## src/rtl/fetch_pkg.sv

```systemverilog
// rtl/fetch_pkg.sv - shared types and constants for the fetch stage
package fetch_pkg;

   localparam int          FETCH_W          = 32;
   localparam logic [31:0] RESET_PC_DEFAULT = 32'h0000_0000;

   typedef struct packed {
      logic [FETCH_W-1:0] pc;
      logic [FETCH_W-1:0] instr;
      logic [FETCH_W-1:0] pc_plus4;
   } fetch_pkt_t;

   typedef enum logic [1:0] {
      BOOT = 2'd0,
      RUN  = 2'd1,
      HALT = 2'd2
   } fetch_state_t;

endpackage

```

## src/rtl/fetch_buf.sv

```systemverilog
// rtl/fetch_buf.sv - small FIFO of fetch packets between fetch and decode
module fetch_buf
   import fetch_pkg::*;
#(
   parameter int DEPTH = 2
) (
   input  logic                   clk,
   input  logic                   rst,
   input  logic                   push_i,
   input  fetch_pkt_t             push_pkt_i,
   input  logic                   pop_i,
   input  logic                   flush_i,
   output fetch_pkt_t             head_o,
   output logic                   full_o,
   output logic                   empty_o,
   output logic [$clog2(DEPTH):0] count_o
);

   localparam int AW = $clog2(DEPTH);

   fetch_pkt_t    mem_q [DEPTH];
   logic [AW-1:0] rd_ptr_q, wr_ptr_q;
   logic [AW:0]   count_q;
   logic          do_push, do_pop;

   assign empty_o = (count_q == '0);
   assign full_o  = (count_q == (AW+1)'(DEPTH));
   assign count_o = count_q;
   assign head_o  = mem_q[rd_ptr_q];

   // A full buffer may still accept a push when the head leaves in the same cycle.
   assign do_pop  = pop_i && !empty_o && !flush_i;
   assign do_push = push_i && (!full_o || do_pop) && !flush_i;

   always_ff @(posedge clk or negedge rst) begin
      if (!rst) begin
         rd_ptr_q <= '0;
         wr_ptr_q <= '0;
         count_q  <= '0;
      end else if (flush_i) begin
         rd_ptr_q <= '0;
         wr_ptr_q <= '0;
         count_q  <= '0;
      end else begin
         if (do_push) wr_ptr_q <= wr_ptr_q + AW'(1);
         if (do_pop)  rd_ptr_q <= rd_ptr_q + AW'(1);
         case ({do_push, do_pop})
            2'b10:   count_q <= count_q + (AW+1)'(1);
            2'b01:   count_q <= count_q - (AW+1)'(1);
            default: count_q <= count_q;
         endcase
      end
   end

   always_ff @(posedge clk) begin
      if (do_push) mem_q[wr_ptr_q] <= push_pkt_i;
   end

endmodule

```

## src/rtl/fetch_ctrl.sv

```systemverilog
// rtl/fetch_ctrl.sv - fetch sequencer: PC, redirect arbitration, halt and decode handoff
module fetch_ctrl
   import fetch_pkg::*;
#(
   parameter int                    DATA_WIDTH = FETCH_W,
   parameter logic [DATA_WIDTH-1:0] RESET_PC   = RESET_PC_DEFAULT,
   parameter int                    BUF_DEPTH  = 2
) (
   input  logic                  clk,
   input  logic                  rst,
   input  logic                  redir_valid,
   input  logic [DATA_WIDTH-1:0] redir_target,
   input  logic                  trap_valid,
   input  logic [DATA_WIDTH-1:0] trap_target,
   input  logic                  halt,
   output logic [DATA_WIDTH-1:0] imem_addr,
   input  logic [DATA_WIDTH-1:0] imem_rdata,
   output logic                  dec_valid,
   input  logic                  dec_ready,
   output logic [DATA_WIDTH-1:0] dec_pc,
   output logic [DATA_WIDTH-1:0] dec_instr,
   output logic [DATA_WIDTH-1:0] dec_pc_plus4,
   output logic [DATA_WIDTH-1:0] pc,
   output logic [31:0]           fetch_count
);

   localparam logic [DATA_WIDTH-1:0] ALIGN_MASK = ~DATA_WIDTH'(3);

   fetch_state_t          state_q, state_d;
   logic [DATA_WIDTH-1:0] pc_q, pc_d, pc_plus4;
   logic [31:0]           fcount_q, fcount_d;

   logic                  push, flush, handshake, fire;
   fetch_pkt_t            push_pkt, head_pkt;
   logic                  buf_full, buf_empty;
   logic [$clog2(BUF_DEPTH):0] buf_count;

   assign imem_addr = pc_q;
   assign pc        = pc_q;
   assign fetch_count = fcount_q;
   assign pc_plus4  = pc_q + DATA_WIDTH'(4);
   assign push_pkt  = '{pc: pc_q, instr: imem_rdata, pc_plus4: pc_plus4};

   assign dec_valid    = (buf_count != '0);
   assign handshake    = dec_valid && dec_ready;
   assign fire         = !buf_full || handshake;
   assign dec_pc       = buf_empty ? '0 : head_pkt.pc;
   assign dec_instr    = buf_empty ? '0 : head_pkt.instr;
   assign dec_pc_plus4 = buf_empty ? '0 : head_pkt.pc_plus4;

   // Priority: trap > branch/jump > halt > sequential advance.
   always_comb begin
      state_d  = state_q;
      pc_d     = pc_q;
      fcount_d = fcount_q;
      push     = 1'b0;
      flush    = 1'b0;
      if (trap_valid) begin
         flush   = 1'b1;
         pc_d    = trap_target & ALIGN_MASK;
         state_d = RUN;
      end else if (redir_valid) begin
         flush   = 1'b1;
         pc_d    = redir_target & ALIGN_MASK;
         state_d = (state_q == HALT) ? HALT : RUN;
      end else begin
         case (state_q)
            BOOT: state_d = RUN;
            RUN: begin
               if (halt) begin
                  state_d = HALT;
               end else if (fire) begin
                  push     = 1'b1;
                  pc_d     = pc_plus4;
                  fcount_d = fcount_q + 32'd1;
               end
            end
            HALT:    state_d = HALT;
            default: state_d = BOOT;
         endcase
      end
   end

   always_ff @(posedge clk or negedge rst) begin
      if (!rst) begin
         state_q  <= BOOT;
         pc_q     <= RESET_PC;
         fcount_q <= '0;
      end else begin
         state_q  <= state_d;
         pc_q     <= pc_d;
         fcount_q <= fcount_d;
      end
   end

   fetch_buf #(
      .DEPTH (BUF_DEPTH)
   ) u_buf (
      .clk        (clk),
      .rst        (rst),
      .push_i     (push),
      .push_pkt_i (push_pkt),
      .pop_i      (handshake),
      .flush_i    (flush),
      .head_o     (head_pkt),
      .full_o     (buf_full),
      .empty_o    (buf_empty),
      .count_o    (buf_count)
   );

endmodule

```

## config.mk

```make
export PLATFORM = sky130hd
export DESIGN_NAME = fetch_ctrl
export DESIGN_NICKNAME = d
export VERILOG_FILES = /design/src/rtl/fetch_pkg.sv /design/src/rtl/fetch_buf.sv /design/src/rtl/fetch_ctrl.sv
export SDC_FILE = /design/constraint.sdc
export NUM_CORES = 1
export LEC_CHECK = 0
export CAP_MARGIN = 20
export CORE_ASPECT_RATIO = 2
export CORE_UTILIZATION = 53
export DETAILED_ROUTE_END_ITERATION = 7
export HOLD_SLACK_MARGIN = 0.03
export PLACE_DENSITY = 0.86
export SLEW_MARGIN = 20
export SYNTH_ARGS = -nofsm -noshare
export SYNTH_HDL_FRONTEND = slang
export SYNTH_SLANG_ARGS = --single-unit
```

## constraint.sdc

```tcl
create_clock -name clk -period 15.1 [get_ports clk]
set_clock_uncertainty 0.1 [all_clocks]
set_input_delay 3.02 -clock clk [delete_from_list [all_inputs] [get_ports clk]]
set_output_delay 3.02 -clock clk [all_outputs]
set_load 0.05 [all_outputs]
```

==> impl_metrics.py <==
metrics = {
    "run_status": {
        "run_status": "completed",
    },
    "synthesis": {
        "synthesis.area_um2": 11380,
        "synth_cell_type_count": 52,
        "post-synth-top-area-cell": "sky130_fd_sc_hd__edfxtp_1",
        "avgSynthCellArea_um2": 12.74,
        "ys_ff_latch": 252,
        "synth_sequential_area_ratio_pct": 63.52,
        "most_frequently_used_flop_master_after_synthesis": "sky130_fd_sc_hd__edfxtp_1",
        "yosys.area.top_type_share_pct": 48.56,
        "synthCells": 893,
        "top_area_cells_in_the_synthesized_netlist": "sky130_fd_sc_hd__edfxtp_1 (49%), sky130_fd_sc_hd__dfrtp_1 (15%), sky130_fd_sc_hd__mux2i_1 (9.1%)",
        "synthArstFlopShare_pct": 26.98,
        "synth_edf_count": 184,
        "ys.warnings.count": 0,
    },
    "global_route": {
        "grt_antenna_before_repair": 1,
        "pin_count_of_the_biggest_net_entering_global_routing": 82,
        "global_route.overflow_total": 0,
        "grt.total_usage_pct": 27.28,
        "number_of_global_route_vias_before_repair": 8235,
        "grt_first_pass_wirelength_mm": 45.50,
    },
    "sta": {
        "transition_at_the_pin_with_the_smallest_max_transition_slack_ns": 0.9932,
        "timing_max_transition_violations_final": 0,
        "hold_viol": 0,
        "fin_crit_sh_pct": 44.13,
        "final.setup.tns_ns": 0,
        "maxSlewHeadroom_pct": 33.79,
        "rsz0062_at_grt": "no",
        "report.final.setup_viol": 0,
        "fin_crit_ns": 6.663,
        "achievable_clock_frequency_mhz": 150.1,
    },
    "die": {
        "fp-row-count": 75,
        "start_util_pct": 54.13,
        "chipWidth_um": 105.6,
        "die_height_um": 209.2,
        "fp.dieArea_um2": 22090,
        "io_pins": 295,
        "core-area_um2": 21020,
    },
    "detailed_routing": {
        "route.vias.total": 8082,
        "route.final.wire_length_mm": 29.89,
        "detailed_route_wire_length_per_cell_um": 21.01,
        "router_iterations_before_antenna_repair": 5,
        "ant_nets": 0,
        "drt_first_iter_violations": 472,
        "detail_routed_via_count_per_cell": 5.680,
        "post-route-drc-count": 0,
    },
    "power_and_ir_drop": {
        "leakage_nw": 5.223,
        "power.density_nw_per_um2": 114.6,
        "total_power_mw": 1.717,
        "irDropWorstVdd_mv": 0.08975,
    },
    "clocking": {
        "post-cts-setup-buffer-count": 0,
        "tritoncts": "built",
        "clk_pin_slew_worst_paths_ns": 0.07,
        "cts.repair.resized": 0,
        "worst_skew_pair.late_latency_ns": 0.51,
        "clockBufferDepth": 3,
        "cts_buffers": 22,
        "cts-hold-fix-buffers": 0,
        "clock_tree.htree_level_count": 1,
        "cts.sinks": 252,
        "cts-root-buf": "sky130_fd_sc_hd__clkbuf_16",
    },
    "final_layout": {
        "final_common_cell": "sky130_fd_sc_hd__clkdlybuf4s50_1",
        "layout_common_cells": "sky130_fd_sc_hd__clkdlybuf4s50_1 (281), sky130_fd_sc_hd__edfxtp_1 (184), sky130_fd_sc_hd__nor2_1 (131)",
        "final_layout_size_suffix_gt1_share_pct": 5.637,
        "layout.nets": 1243,
        "syn_to_final_growth_pct": 31.68,
    },
    "worst_setup_path": {
        "critical_path_peak_fanout": 56,
        "critical-path-slowest-cell": "sky130_fd_sc_hd__dfrtp_4",
        "critical_path_required_ns": 11.98,
        "cpLargestDelayFamily": "buffers and inverters",
        "worstPathCellList": "buf_4, mux2i_1, nor2_1, clkdlybuf4s50_1",
        "critical_path_class": "reg -> out",
        "cp.arrival_ns": 3.54,
        "critical_path_buf_inv_count": 2,
        "crit_path_max_incr_delay_ns": 0.85,
        "critPathLaunchType": "flip-flop",
        "cp-end-kind": "primary output",
    },
    "placement": {
        "place_hpwl_mm": 20.76,
        "gp_routability_congestion": 0.8502,
        "placement.io_buffers": 282,
    },
    "flow_run": {
        "maxCapViolCount": 0,
    },
    "worst_hold_path": {
        "worstHoldPathType": "reg -> reg",
    },
}
[synthesized netlist by cell type (2+ instances only)]
| library cell | n |
|---|---|
| sky130_fd_sc_hd__a211oi_1 | 2 |
| sky130_fd_sc_hd__a21oi_1 | 13 |
| sky130_fd_sc_hd__a221o_1 | 6 |
| sky130_fd_sc_hd__a221oi_1 | 4 |
| sky130_fd_sc_hd__a22o_1 | 5 |
| sky130_fd_sc_hd__a22oi_1 | 4 |
| sky130_fd_sc_hd__a2bb2oi_1 | 3 |
| sky130_fd_sc_hd__a31oi_1 | 6 |
| sky130_fd_sc_hd__and2_1 | 6 |
| sky130_fd_sc_hd__and3_1 | 9 |
| sky130_fd_sc_hd__and4_1 | 6 |
| sky130_fd_sc_hd__buf_1 | 9 |
| sky130_fd_sc_hd__buf_2 | 6 |
| sky130_fd_sc_hd__buf_4 | 38 |
| sky130_fd_sc_hd__clkbuf_1 | 27 |
| sky130_fd_sc_hd__dfrtp_1 | 68 |
| sky130_fd_sc_hd__edfxtp_1 | 184 |
| sky130_fd_sc_hd__ha_1 | 4 |
| sky130_fd_sc_hd__inv_1 | 13 |
| sky130_fd_sc_hd__mux2i_1 | 103 |
| sky130_fd_sc_hd__nand2_1 | 51 |
| sky130_fd_sc_hd__nand3_1 | 32 |
| sky130_fd_sc_hd__nand4_1 | 14 |
| sky130_fd_sc_hd__nor2_1 | 133 |
| sky130_fd_sc_hd__nor2b_1 | 6 |
| sky130_fd_sc_hd__nor3_1 | 11 |
| sky130_fd_sc_hd__nor3b_1 | 2 |
| sky130_fd_sc_hd__nor4_1 | 4 |
| sky130_fd_sc_hd__nor4_2 | 2 |
| sky130_fd_sc_hd__nor4_4 | 2 |
| sky130_fd_sc_hd__o211ai_1 | 5 |
| sky130_fd_sc_hd__o21a_1 | 4 |
| sky130_fd_sc_hd__o21ai_0 | 15 |
| sky130_fd_sc_hd__o221a_2 | 2 |
| sky130_fd_sc_hd__o22a_1 | 2 |
| sky130_fd_sc_hd__o22ai_1 | 9 |
| sky130_fd_sc_hd__xnor2_1 | 45 |
| sky130_fd_sc_hd__xor2_1 | 24 |
[where the power goes]
group	switching, mW	total [mW]	internal, mW
sequential	0.0424	0.821	0.779
clock	0.251	0.573	0.322
combinational	0.208	0.322	0.114
[sequential cells by signal, indices dropped and copies added (netlist names)]
signal	cells
u_buf.rd_ptr_q	1
u_buf.wr_ptr_q	1
u_buf.count_o	2
state_q	2
imem_addr	30
u_buf.mem_q	184
fetch_count	32
[stage by stage]
| stage | utilization (%) | std cells | area, µm² | setup slack, ns | hold WS (ns) |
|---|---|---|---|---|---|
| 3_3_place_gp | 67.58 | 1381 | 14210 | 8.779 | 0.3729 |
| 3_5_place_dp | 67.58 | 1381 | 14210 | 8.760 | 0.3555 |
| 2_1_floorplan | - | 900 | 11400 | 6.704 | 0.4238 |
| 6_report | 71.27 | 1423 | 14980 | 8.437 | 0.3818 |
| 5_1_grt | 71.27 | 1423 | 14980 | 8.291 | 0.4057 |
| 4_1_cts | 71.11 | 1421 | 14950 | 8.349 | 0.3774 |
[layer usage]
metal | routed length [µm] | global-route usage, % | up-vias
li1 | - | - | 3674
met1 | 9926 | 28.69 | 3933
met2 | 16210 | 49.73 | 366
met3 | 1815 | 4.055 | 109
met4 | 1946 | 18.06 | 0
met5 | 0 | 0 | -
[cells by family after synthesis]
logic type,share of synthesized area (%)
compound gates,5.180
fa+ha+maj,0.4399
other cells,0.03296
xor+xnor,5.312
mux,9.062
flops,63.52
buf+inv,4.388
simple gates,12.06
[worst paths after layout]
| check | to | slack, ns | depth (start not counted) | startpoint |
|---|---|---|---|---|
| setup / recovery | dec_pc_plus4[21] | 8.44 | 4 | u_buf.rd_ptr_q$_DFFE_PN0P_ |
| hold / removal | fetch_count[31]$_DFFE_PN0P_ | 0.38 | 1 | fetch_count[31]$_DFFE_PN0P_ |
| setup reg to reg | u_buf.mem_q[0][47]$_DFFE_PP_ | 11.84 | 8 | state_q[1]$_DFFE_PN0P_ |
| hold reg to reg | fetch_count[31]$_DFFE_PN0P_ | 0.38 | 1 | fetch_count[31]$_DFFE_PN0P_ |
| max in group asynchronous | u_buf.rd_ptr_q$_DFFE_PN0P_ | 11.61 | 2 | rst |
| min in group asynchronous | fetch_count[17]$_DFFE_PN0P_ | 2.61 | 2 | rst |
[layout make-up]
class / count / area [µm²]
Antenna cell: 1 / 2.502
Clock buffer: 26 / 596.8
Clock inverter: 14 / 145.1
Fill cell: 1460 / 6038
Inverter: 13 / 48.80
Multi-Input combinational cell: 555 / 3697
Sequential cell: 252 / 7231
Tap cell: 269 / 336.6
Timing Repair Buffer: 293 / 2924
Power figures use the tool's default switching activity.
